**config.mk**
```make
export PLATFORM = sky130hd
export DESIGN_NAME = intc
export DESIGN_NICKNAME = d
export VERILOG_FILES = /design/src/rtl/intc.sv
export SDC_FILE = /design/constraint.sdc
export NUM_CORES = 1
export LEC_CHECK = 0
export CAP_MARGIN = 30
export CORE_MARGIN = 2
export CORE_UTILIZATION = 37
export DETAILED_ROUTE_END_ITERATION = 8
export PLACE_DENSITY_LB_ADDON = 0.15
export SLEW_MARGIN = 20
export SYNTH_ARGS = -nofsm -noshare
export SYNTH_HDL_FRONTEND = slang
export SYNTH_SLANG_ARGS = --single-unit
export TNS_END_PERCENT = 1
```
**constraint.sdc**
```tcl
create_clock -name clk -period 1.5 [get_ports clk]
set_input_delay 0.15 -clock clk [delete_from_list [all_inputs] [get_ports clk]]
set_output_delay 0.15 -clock clk [all_outputs]
set_load 0.02 [all_outputs]
```
**src/rtl/intc.sv**
```systemverilog
// intc: 32-line max interrupt controller with level/edge pending and priority ID.
// Define INTC_SYNC_EN to add a 2-flop input synchronizer for async sources.
module intc #(
  parameter int N_SRC = 8
) (
  input  logic             clk,
  input  logic             rst,
  input  logic [N_SRC-1:0] irq_i,
  input  logic [31:0]      intc_address,
  input  logic [31:0]      intc_data_i,
  input  logic [3:0]       intc_wr,
  input  logic             intc_enable,
  output logic [31:0]      intc_data_o,
  output logic             intc_ready,
  output logic             irq_o,
  output logic [4:0]       irq_id
);

  localparam int W = N_SRC;

  logic [2:0]   idx;
  logic         hit;
  logic         acc;
  logic         wr;
  logic         rd;
  logic [31:0]  bm32;
  logic [W-1:0] bm;
  logic [W-1:0] dw;

  logic [W-1:0] irq_src;
  logic [W-1:0] irq_q;
  logic [W-1:0] irq_p;
  logic [W-1:0] pend;
  logic [W-1:0] mask;
  logic [W-1:0] mode;

  logic [W-1:0] mask_nx;
  logic [W-1:0] mode_nx;
  logic [W-1:0] mode_chg;
  logic [W-1:0] clr;
  logic [W-1:0] pend_nx;
  logic [W-1:0] act;
  logic [4:0]   id_nx;
  logic [31:0]  rdata;

  logic unused;
  assign unused = ^{intc_address[31:5], intc_address[1:0],
                    intc_data_i, bm32};

  function automatic logic [31:0] ext(input logic [W-1:0] v);
    logic [31:0] r;
    r = '0;
    r[W-1:0] = v;
    return r;
  endfunction

`ifdef INTC_SYNC_EN
  logic [W-1:0] sync1;
  logic [W-1:0] sync2;
  always_ff @(posedge clk) begin
    if (rst) begin
      sync1 <= '0;
      sync2 <= '0;
    end else begin
      sync1 <= irq_i;
      sync2 <= sync1;
    end
  end
  assign irq_src = sync2;
`else
  assign irq_src = irq_i;
`endif

  assign idx = intc_address[4:2];
  assign hit = idx < 3'd5;
  // A held request acts only on the cycle before its ack.
  assign acc = intc_enable & ~intc_ready & hit;
  assign wr  = acc & (|intc_wr);
  assign rd  = acc & ~(|intc_wr);

  always_comb begin
    bm32 = '0;
    for (int k = 0; k < 4; k++)
      bm32[8*k +: 8] = {8{intc_wr[k]}};
  end

  assign bm = bm32[W-1:0];
  assign dw = intc_data_i[W-1:0];

  assign mask_nx = (wr && idx == 3'd1) ?
                   ((mask & ~bm) | (dw & bm)) : mask;
  assign mode_nx = (wr && idx == 3'd2) ?
                   ((mode & ~bm) | (dw & bm)) : mode;
  assign clr     = (wr && idx == 3'd3) ? (dw & bm) : '0;
  assign mode_chg = mode ^ mode_nx;

  // Edge set term is OR'd after the clear so a coincident edge survives.
  assign pend_nx = ~mode_chg &
                   ((mode & ((pend & ~clr) | (irq_q & ~irq_p))) |
                    (~mode & irq_q));

  assign act = pend & mask;

  always_comb begin
    id_nx = '0;
    for (int i = W - 1; i >= 0; i--)
      if (act[i]) id_nx = 5'(i);
  end

  always_comb begin
    rdata = '0;
    unique case (idx)
      3'd0:    rdata = ext(pend);
      3'd1:    rdata = ext(mask);
      3'd2:    rdata = ext(mode);
      3'd4:    rdata = {irq_o, 26'b0, irq_id};
      default: rdata = '0;
    endcase
  end

  always_ff @(posedge clk) begin
    if (rst) begin
      irq_q       <= '0;
      irq_p       <= '0;
      pend        <= '0;
      mask        <= '0;
      mode        <= '0;
      irq_o       <= 1'b0;
      irq_id      <= '0;
      intc_ready  <= 1'b0;
      intc_data_o <= '0;
    end else begin
      irq_q      <= irq_src;
      irq_p      <= irq_q;
      pend       <= pend_nx;
      mask       <= mask_nx;
      mode       <= mode_nx;
      irq_o      <= |act;
      irq_id     <= id_nx;
      intc_ready <= acc;
      if (rd) intc_data_o <= rdata;
    end
  end

endmodule

```
==> out/metrics.yaml, run 1 <==
status:
  status: "complete, no violations"
sta:
  max_freq_ghz: 0.6784
  fin_crit_ns: 1.474
  skew_ns: 0.007031
  setup_viol: 0
  finalHoldViolCount: 0
  fin_crit_sh: 0.9828
  holdWs_ns: 0.2811
  rsz0062_at_grt: "yes"
  drv_slew: 0
clock_network:
  cts_sinks: 54
  cts-root-buf: "clkbuf_8"
  cts_tree: "done"
  clkLatencyLatePin_ns: 0.30
  path_clk_slew_ns: 0.09
  cts.path.max_buffers: 2
  cts_buffers: 5
  cts_max_level: 2
final_layout:
  insertedDiodeCount: 0
  fin_nets: 426
  drive_above_1_share: 0.1753
  final_cell_count_no_fill: 428
  area_growth_pct: 31.46
logic_synthesis:
  ys_seq_area_frac: 0.4260
  syn-mean-instance-area_sq_um: 8.903
  yosys_warnings: 0
  synth_cell_type_count: 38
  netlist_instances: 285
  async_flop_share: 0
  synthesis.area_sq_um: 2537
  synth_ff_type: "dfxtp_1"
  synth_edf_count: 0
  ys_ff_latch: 54
grt:
  gr-usage-met3: 0.03333
  antenna_found_initial: 0
  grt_max_degree: 24
  grt_pass1_wl_um: 9584
  met1_usage: 0.2115
  grt_overflow: 0
  grt_pass1_vias: 1973
  use_met2: 0.2755
  top_usage_layer: "met2"
  grt_usage: 0.1625
power_and_ir_drop:
  vdd_drop_max_uv: 382.1
  power.density_nw_per_um2: 837.0
  p_leak_uw: 0.001280
routing:
  wl_per_cell_um: 14.10
  via_per_inst: 5.054
  drc: 0
  antenna_left: 0
  drt_iter0_drc: 93
  routed_wl_um: 6033
  vias: 2163
  dr.pass1.iters: 4
floorplanning:
  design.die.area_sq_um: 7536
  core.rowCount: 30
  pin_count: 118
  initial_core_util: 0.3777
  core_sq_um: 6719
  die_w_um: 86.81
  die_h_um: 86.81
critical_path:
  worstSetupStartpointType: "register"
  cp_max_fo: 6
  worstSetupEndpointType: "register"
  crit_required_ns: 1.69
  crit_arrival_ns: 1.67
  worstSetupPathType: "register to register"
place:
  dp_hpwl_um: 4090
  place_congestion: 0.7718
  dp.cells: 413
  io_buffers: 39
min_path:
  hp-class: "input port to register"
job:
  drv_cap: 0
==> stage by stage <==
stage | area (sq um) | util | total power, uW | setup TNS (ns) | setup WS, ns
after global routing | 3336 | 0.4965 | 2901 | -0.1694 | -0.03900
after floorplan | 2645 | - | 1758 | 0 | 0.03553
after detailed placement | 3065 | 0.4562 | 1860 | -11.37 | -0.4384
after CTS | 3208 | 0.4775 | 2808 | -0.1011 | -0.03134
after global placement | 3065 | 0.4562 | 1858 | -11.19 | -0.4256
final | 3336 | 0.4965 | 2792 | 0 | 0.02587
==> repair_timing <==
| item | 4_1_cts | 5_1_grt |
|---|---|---|
| pin swaps | 5 | 14 |
| gates cloned | 2 | 0 |
| endpoints found under the setup margin | 24 | 27 |
| setup buffers | 1 | 4 |
| hold buffers | 0 | 0 |
| resized for setup | 11 | 24 |
==> layout by cell type (no fill, tap or decap), types with 11 or more instances in the layout <==
cell type | netlist | final
a21oi_1 | 11 | 11
conb_1 | 1 | 25
nand2_1 | 45 | 45
dfxtp_1 | 54 | 53
mux2i_1 | 16 | 16
buf_4 | 25 | 22
clkdlybuf4s50_1 | 0 | 30
nor2_1 | 14 | 13
nor2b_1 | 16 | 16
nor3b_2 | 0 | 12
==> report_power, final <==
part           internal (uW)  switching [uW]  leakage (uW)  total, uW
Clock                    500             446     0.0000524        946
Sequential              1470            26.0      0.000441       1500
Combinational            157             193      0.000787        350
==> routing by layer <==
layer,vias up,share of wire
met5,-,0
met4,0,0.010
met1,993,0.46
li1,1094,-
met3,6,0.042
met2,70,0.49
==> cell families (layout without fill, tap and decap cells) <==
| family | count (synthesis) | in the layout | synth area share |
|---|---|---|---|
| other | 1 | 25 | 0.001478 |
| AOI/OAI and AO/OA | 53 | 53 | 0.1509 |
| muxes | 16 | 16 | 0.06311 |
| DFF | 54 | 54 | 0.4260 |
| and+or+nand+nor | 123 | 125 | 0.2633 |
| buffers and inverters | 38 | 75 | 0.09517 |
==> synthesized netlist by cell type (2+ instances only) <==
library cell  count  area, sq um
a22oi_1          10        75.07
nor2_2            2        12.51
o22ai_1           4        25.02
a311o_1           7        70.07
buf_4            25        187.7
nor2b_1          16        100.1
nand2_1          45        168.9
nor3_1            8        40.04
a311oi_1          3        26.28
nand3_1           2        10.01
nor2_1           14        52.55
a21oi_1          11        55.05
buf_2             4        20.02
nor3b_1          16        120.1
nand2b_1          7        43.79
nand3b_1          5        37.54
clkbuf_1          7        26.28
mux2i_1          16        160.2
dfxtp_1          54         1081
a22o_1            5        43.79
o21ai_0           7        35.03
==> critical path, stage by stage (launching register included) <==
cell and delay (ns):
dfxtp_2 0.34, nand2b_4 0.16, or4_4 0.61, nor3b_2 0.19, nor3_1 0.07
==> worst paths after layout <==
check | start | endpoint | slack, ns | depth (start not counted)
hold reg to reg | intc_data_o[5] | intc_data_o[5] | 0.48 | 1
setup reg to reg | intc_ready | pend[1] | 0.03 | 4
hold / removal | rst | register | 0.28 | 2
setup / recovery | intc_ready | pend[1] | 0.03 | 4
==> area by class of cell <==
type | instances | area [sq um]
flip-flops and latches | 54 | 1082
repair buffers | 66 | 620.6
clock buffers | 7 | 76.32
inverters | 1 | 3.754
fillers | 676 | 3383
well taps | 80 | 100.1
clock inverters | 1 | 30.03
multi-input cells | 219 | 1423
Note: power is estimated with default switching activity, not from simulation.
==> run 2: changes to the inputs <==
--- a/config.mk
+++ b/config.mk
@@ -7,8 +7,9 @@
 export LEC_CHECK = 0
 export CAP_MARGIN = 30
 export CORE_MARGIN = 2
-export CORE_UTILIZATION = 37
+export CORE_UTILIZATION = 48
 export DETAILED_ROUTE_END_ITERATION = 8
+export DONT_BUFFER_PORTS = 1
 export PLACE_DENSITY_LB_ADDON = 0.15
 export SLEW_MARGIN = 20
 export SYNTH_ARGS = -nofsm -noshare
==> out/metrics.yaml, run 2 (synthesis results as in run 1) <==
status:
  status: "complete, but fails checks"
  violations: "setup timing"
sta:
  fin_crit_ns: 1.507
  rsz0062_at_grt: "yes"
  drv_slew: 0
  skew_ns: 0.004007
  setup_viol: 2
  fin_crit_sh: 1.004
  finalHoldViolCount: 0
  finalWorstSetupSlack_ns: -0.006514
  max_freq_ghz: 0.6638
clock_network:
  clkLatencyLatePin_ns: 0.31
  cts_buffers: 5
  cts_sinks: 54
  cts_tree: "done"
  path_clk_slew_ns: 0.10
  cts-root-buf: "clkbuf_8"
  cts_max_level: 2
  cts.path.max_buffers: 2
  postCtsSetupRepairBufs: 0
min_path:
  hold_start: "rst"
  hold_path_depth: 2
  worstHoldEndpoint: "pend[0]"
  hp-class: "input port to register"
final_layout:
  insertedDiodeCount: 0
  fin_nets: 387
  drive_above_1_share: 0.1262
  area_growth_pct: 15.24
  final_cell_mix: "dfxtp_1 (53), nand2_1 (45), conb_1 (25), dlygate4sd3_1 (18)"
  final_cell_count_no_fill: 379
  mostFrequentLayoutCell: "dfxtp_1"
floorplanning:
  die_w_um: 76.71
  core.rowCount: 26
  die_h_um: 76.71
  design.die.area_sq_um: 5884
  initial_core_util: 0.4968
  pin_count: 118
  core_sq_um: 5107
job:
  drv_cap: 0
grt:
  grt_usage: 0.1888
  grt_pass1_wl_um: 8873
  grt_pass1_vias: 1795
  grt_max_degree: 40
  antenna_found_initial: 0
  grt_overflow: 0
power_and_ir_drop:
  power_uw: 2594
  vdd_drop_max_uv: 611.0
  power.density_nw_per_um2: 887.1
  p_leak_uw: 0.001076
critical_path:
  worstRegToRegCells: 4
  slowest_delay_ns: 0.64
  r2r_end: "pend[1]"
  r2r_setup_slack_ns: -0.007
  crit_path_top_delay_cell: "or4_4"
  reg2reg_from: "intc_ready"
  crit_arrival_ns: 1.71
  worstSetupPathType: "register to register"
  crit_family: "simple AND/OR/NAND/NOR gates"
  path_cells: "nand2b_4 > or4_4 > nor3b_2 > nor3_2"
  crit_buf_inv: 0
  crit_required_ns: 1.71
  worstSetupEndpointType: "register"
  worstSetupStartpointType: "register"
  cp_max_fo: 6
routing:
  dr.pass1.iters: 4
  antenna_left: 0
  drc: 0
  vias: 2001
  routed_wl_um: 5636
  drt_iter0_drc: 129
  via_per_inst: 5.280
  wl_per_cell_um: 14.87
place:
  dp_hpwl_um: 3431
  dp.cells: 350
  io_buffers: 0
  place_congestion: 0.7367
## run 2: what timing repair did
item | 4_1_cts | 5_1_grt
pin swaps | 0 | 5
hold buffers | 17 | 2
cloned | 0 | 2
hold endpoints to repair | 40 | 2
resized for setup | 1 | 13
setup endpoints to repair | 7 | 10
## run 2: worst max path at each step
stage | depth (start not counted) | startpoint | endpoint
final | 4 | intc_ready | pend[1]
after global routing | 4 | intc_ready | pend[1]
after CTS | 4 | intc_ready | pend[4]
after detailed placement | 4 | intc_ready | pend[5]
after global placement | 4 | intc_ready | pend[5]
after floorplan | 5 | intc_ready | pend[0]
## run 2: layer usage
metal	wire length [um]	vias up	track usage
li1	-	1017	-
met1	2726	909	0.2500
met2	2454	69	0.2921
met3	394	6	0.06471
met4	60	0	0.05455
met5	0	-	0
## run 2: through the flow
step | utilization | area (sq um) | TNS (ns) | hold WS, ns | setup WS (ns)
3_5_place_dp | 0.4993 | 2550 | -0.6896 | 0.2257 | -0.1058
2_1_floorplan | - | 2645 | 0 | 0.2331 | 0.03553
6_report | 0.5725 | 2924 | -0.008320 | 0.01259 | -0.006514
4_1_cts | 0.5537 | 2828 | 0 | 0.002192 | 0.01149
5_1_grt | 0.5725 | 2924 | -0.1630 | 0.004168 | -0.04873
3_3_place_gp | 0.4993 | 2550 | -0.6927 | 0.2239 | -0.1017
## run 2: where the power goes
group	leakage [uW]	switching, uW	internal, uW
logic	0.000588	136	110
registers	0.000441	29.2	1470
clock network	0.0000472	476	372
total	0.00108	641	1950
## run 2: cell type report
class | count | area, sq um
well taps | 70 | 87.58
clock inverters | 2 | 12.51
clock buffers | 6 | 82.58
flip-flops and latches | 54 | 1082
repair buffers | 27 | 264.0
inverters | 1 | 3.754
fillers | 482 | 2183
multi-input cells | 219 | 1391
==> run 3: changes to the inputs <==
--- a/config.mk
+++ b/config.mk
@@ -5,7 +5,8 @@
 export SDC_FILE = /design/constraint.sdc
 export NUM_CORES = 1
 export LEC_CHECK = 0
-export CAP_MARGIN = 30
+export CAP_MARGIN = 20
+export CORE_ASPECT_RATIO = 0.7
 export CORE_MARGIN = 2
 export CORE_UTILIZATION = 48
 export DETAILED_ROUTE_END_ITERATION = 8
==> out/metrics.yaml, run 3 (synthesis results as in run 1) <==
status:
  status: "complete, but fails checks"
  violations: "setup timing"
critical_path:
  reg2reg_from: "intc_ready"
  crit_arrival_ns: 1.71
  cp_max_fo: 6
  worstRegToRegCells: 4
  r2r_setup_slack_ns: -0.02
  cp-startpoint: "intc_ready"
  slowest_delay_ns: 0.64
  worstSetupStartpointType: "register"
  worstSetupEndpointType: "register"
  path_cells: "nand2b_4 > or4_4 > nor3b_2 > nor3_1"
  crit_path_top_delay_cell: "or4_4"
  r2r_end: "pend[3]"
  worstSetupPathType: "register to register"
  crit_required_ns: 1.70
power_and_ir_drop:
  vdd_drop_max_uv: 412.5
  combPwrFrac: 0.099
  p_leak_uw: 0.001077
  p_switching_uw: 611.9
  p_int_uw: 1903
  power_uw: 2515
  power.density_nw_per_um2: 861.4
  clockPowerShare: 0.304
  p_seq_frac: 0.596
  swShare: 0.2433
sta:
  finalWorstSetupSlack_ns: -0.01620
  setup_viol: 4
  finalSetupTns_ns: -0.04235
  rsz0062_at_grt: "yes"
  skew_ns: 0.004904
  fin_crit_ns: 1.516
  max_freq_ghz: 0.6595
  drv_slew: 0
  fin_crit_sh: 1.011
  finalHoldViolCount: 0
final_layout:
  area_growth_pct: 15.04
  final_util: 0.5641
  insertedDiodeCount: 0
  seqCellArea_sq_um: 1082
  nFillCells: 491
  final_area_sq_um: 2919
  mostFrequentLayoutCell: "dfxtp_1"
  final_cell_count_no_fill: 382
  multi_input_area_sq_um: 1396
  final_cell_mix: "dfxtp_1 (53), nand2_1 (45), conb_1 (25)"
  drive_above_1_share: 0.1290
  fin_nets: 389
place:
  dp_hpwl_um: 3522
  place_congestion: 0.7519
  dp.cells: 355
  dpl_cell_area_sq_um: 2575
  io_buffers: 0
min_path:
  hold_start: "intc_data_i[2]"
  hold_path_depth: 2
  hp-class: "input port to register"
floorplanning:
  design.die.area_sq_um: 5893
  pin_count: 118
  die_h_um: 64.83
  initial_core_util: 0.4903
  die_w_um: 90.90
  core_sq_um: 5175
  core.rowCount: 22
grt:
  grt_pass1_wl_um: 8804
  antenna_found_initial: 0
  grt_overflow: 0
  grt_max_degree: 40
  grt_usage: 0.1879
  grt_pass1_vias: 1830
clock_network:
  clkLatencyLatePin_ns: 0.30
  path_clk_slew_ns: 0.09
  cts_sinks: 54
  cts.path.max_buffers: 2
  cts_buffers: 5
  cts_max_level: 2
  cts_tree: "done"
  cts-root-buf: "clkbuf_8"
routing:
  via_per_inst: 5.448
  vias: 2081
  wl_per_cell_um: 15.19
  drc: 0
  routed_wl_um: 5801
  dr.pass1.iters: 4
  antenna_left: 0
  drt_iter0_drc: 105
job:
  drv_cap: 0
## run 3: metrics by stage
stage	setup slack (ns)	hold WS, ns
2_1_floorplan	0.03553	0.2331
3_3_place_gp	-0.1530	0.2236
3_5_place_dp	-0.1542	0.2237
4_1_cts	0.01420	0.004567
5_1_grt	-0.05261	0.005789
6_report	-0.01620	0.009615
## run 3: worst max path at each step
stage                    to  slack [ns]  cells past startpoint
floorplan           pend[0]        0.04                      5
global placement    pend[2]       -0.15                      4
detailed placement  pend[5]       -0.15                      4
CTS                 pend[2]        0.01                      4
global route        pend[2]       -0.05                      4
finish              pend[3]       -0.02                      4
## run 3: critical path: cells and delay by family, from the launching register on
kind	cells	cell delay, ns
AND/OR/NAND/NOR	4	1.06
flip-flops	1	0.34
## run 3: cell type report
class                   count  area share
multi-input cells         219      0.4784
inverters                   1    0.001286
flip-flops and latches     54      0.3708
repair buffers             29     0.09258
clock buffers               7     0.02615
well taps                  72     0.03086
## run 3: per-layer routing
layer,vias to the layer above,global-route usage,part of all wire,wire length [um]
met5,-,0,0,0
met4,0,0.04545,0.0084,49
met3,7,0.05000,0.083,483
met2,75,0.3004,0.43,2520
met1,980,0.2558,0.47,2747
li1,1019,-,-,-
## run 3: power by group through the flow
| stage | Clock, uW | Combinational (uW) | Sequential [uW] |
|---|---|---|---|
| after floorplan | 0 | 232 | 1530 |
| after global placement | 0 | 175 | 1530 |
| after detailed placement | 0 | 177 | 1530 |
| after CTS | 792 | 237 | 1500 |
| after global routing | 838 | 270 | 1510 |
| final | 765 | 250 | 1500 |
## run 3: repair_timing
action                     CTS  global route
buffers inserted             0             1
gates cloned                 0             2
pin swaps                    0             9
hold buffers                17             0
setup endpoints to repair    7            16
hold endpoints to repair    40             0
resized for setup            1            13
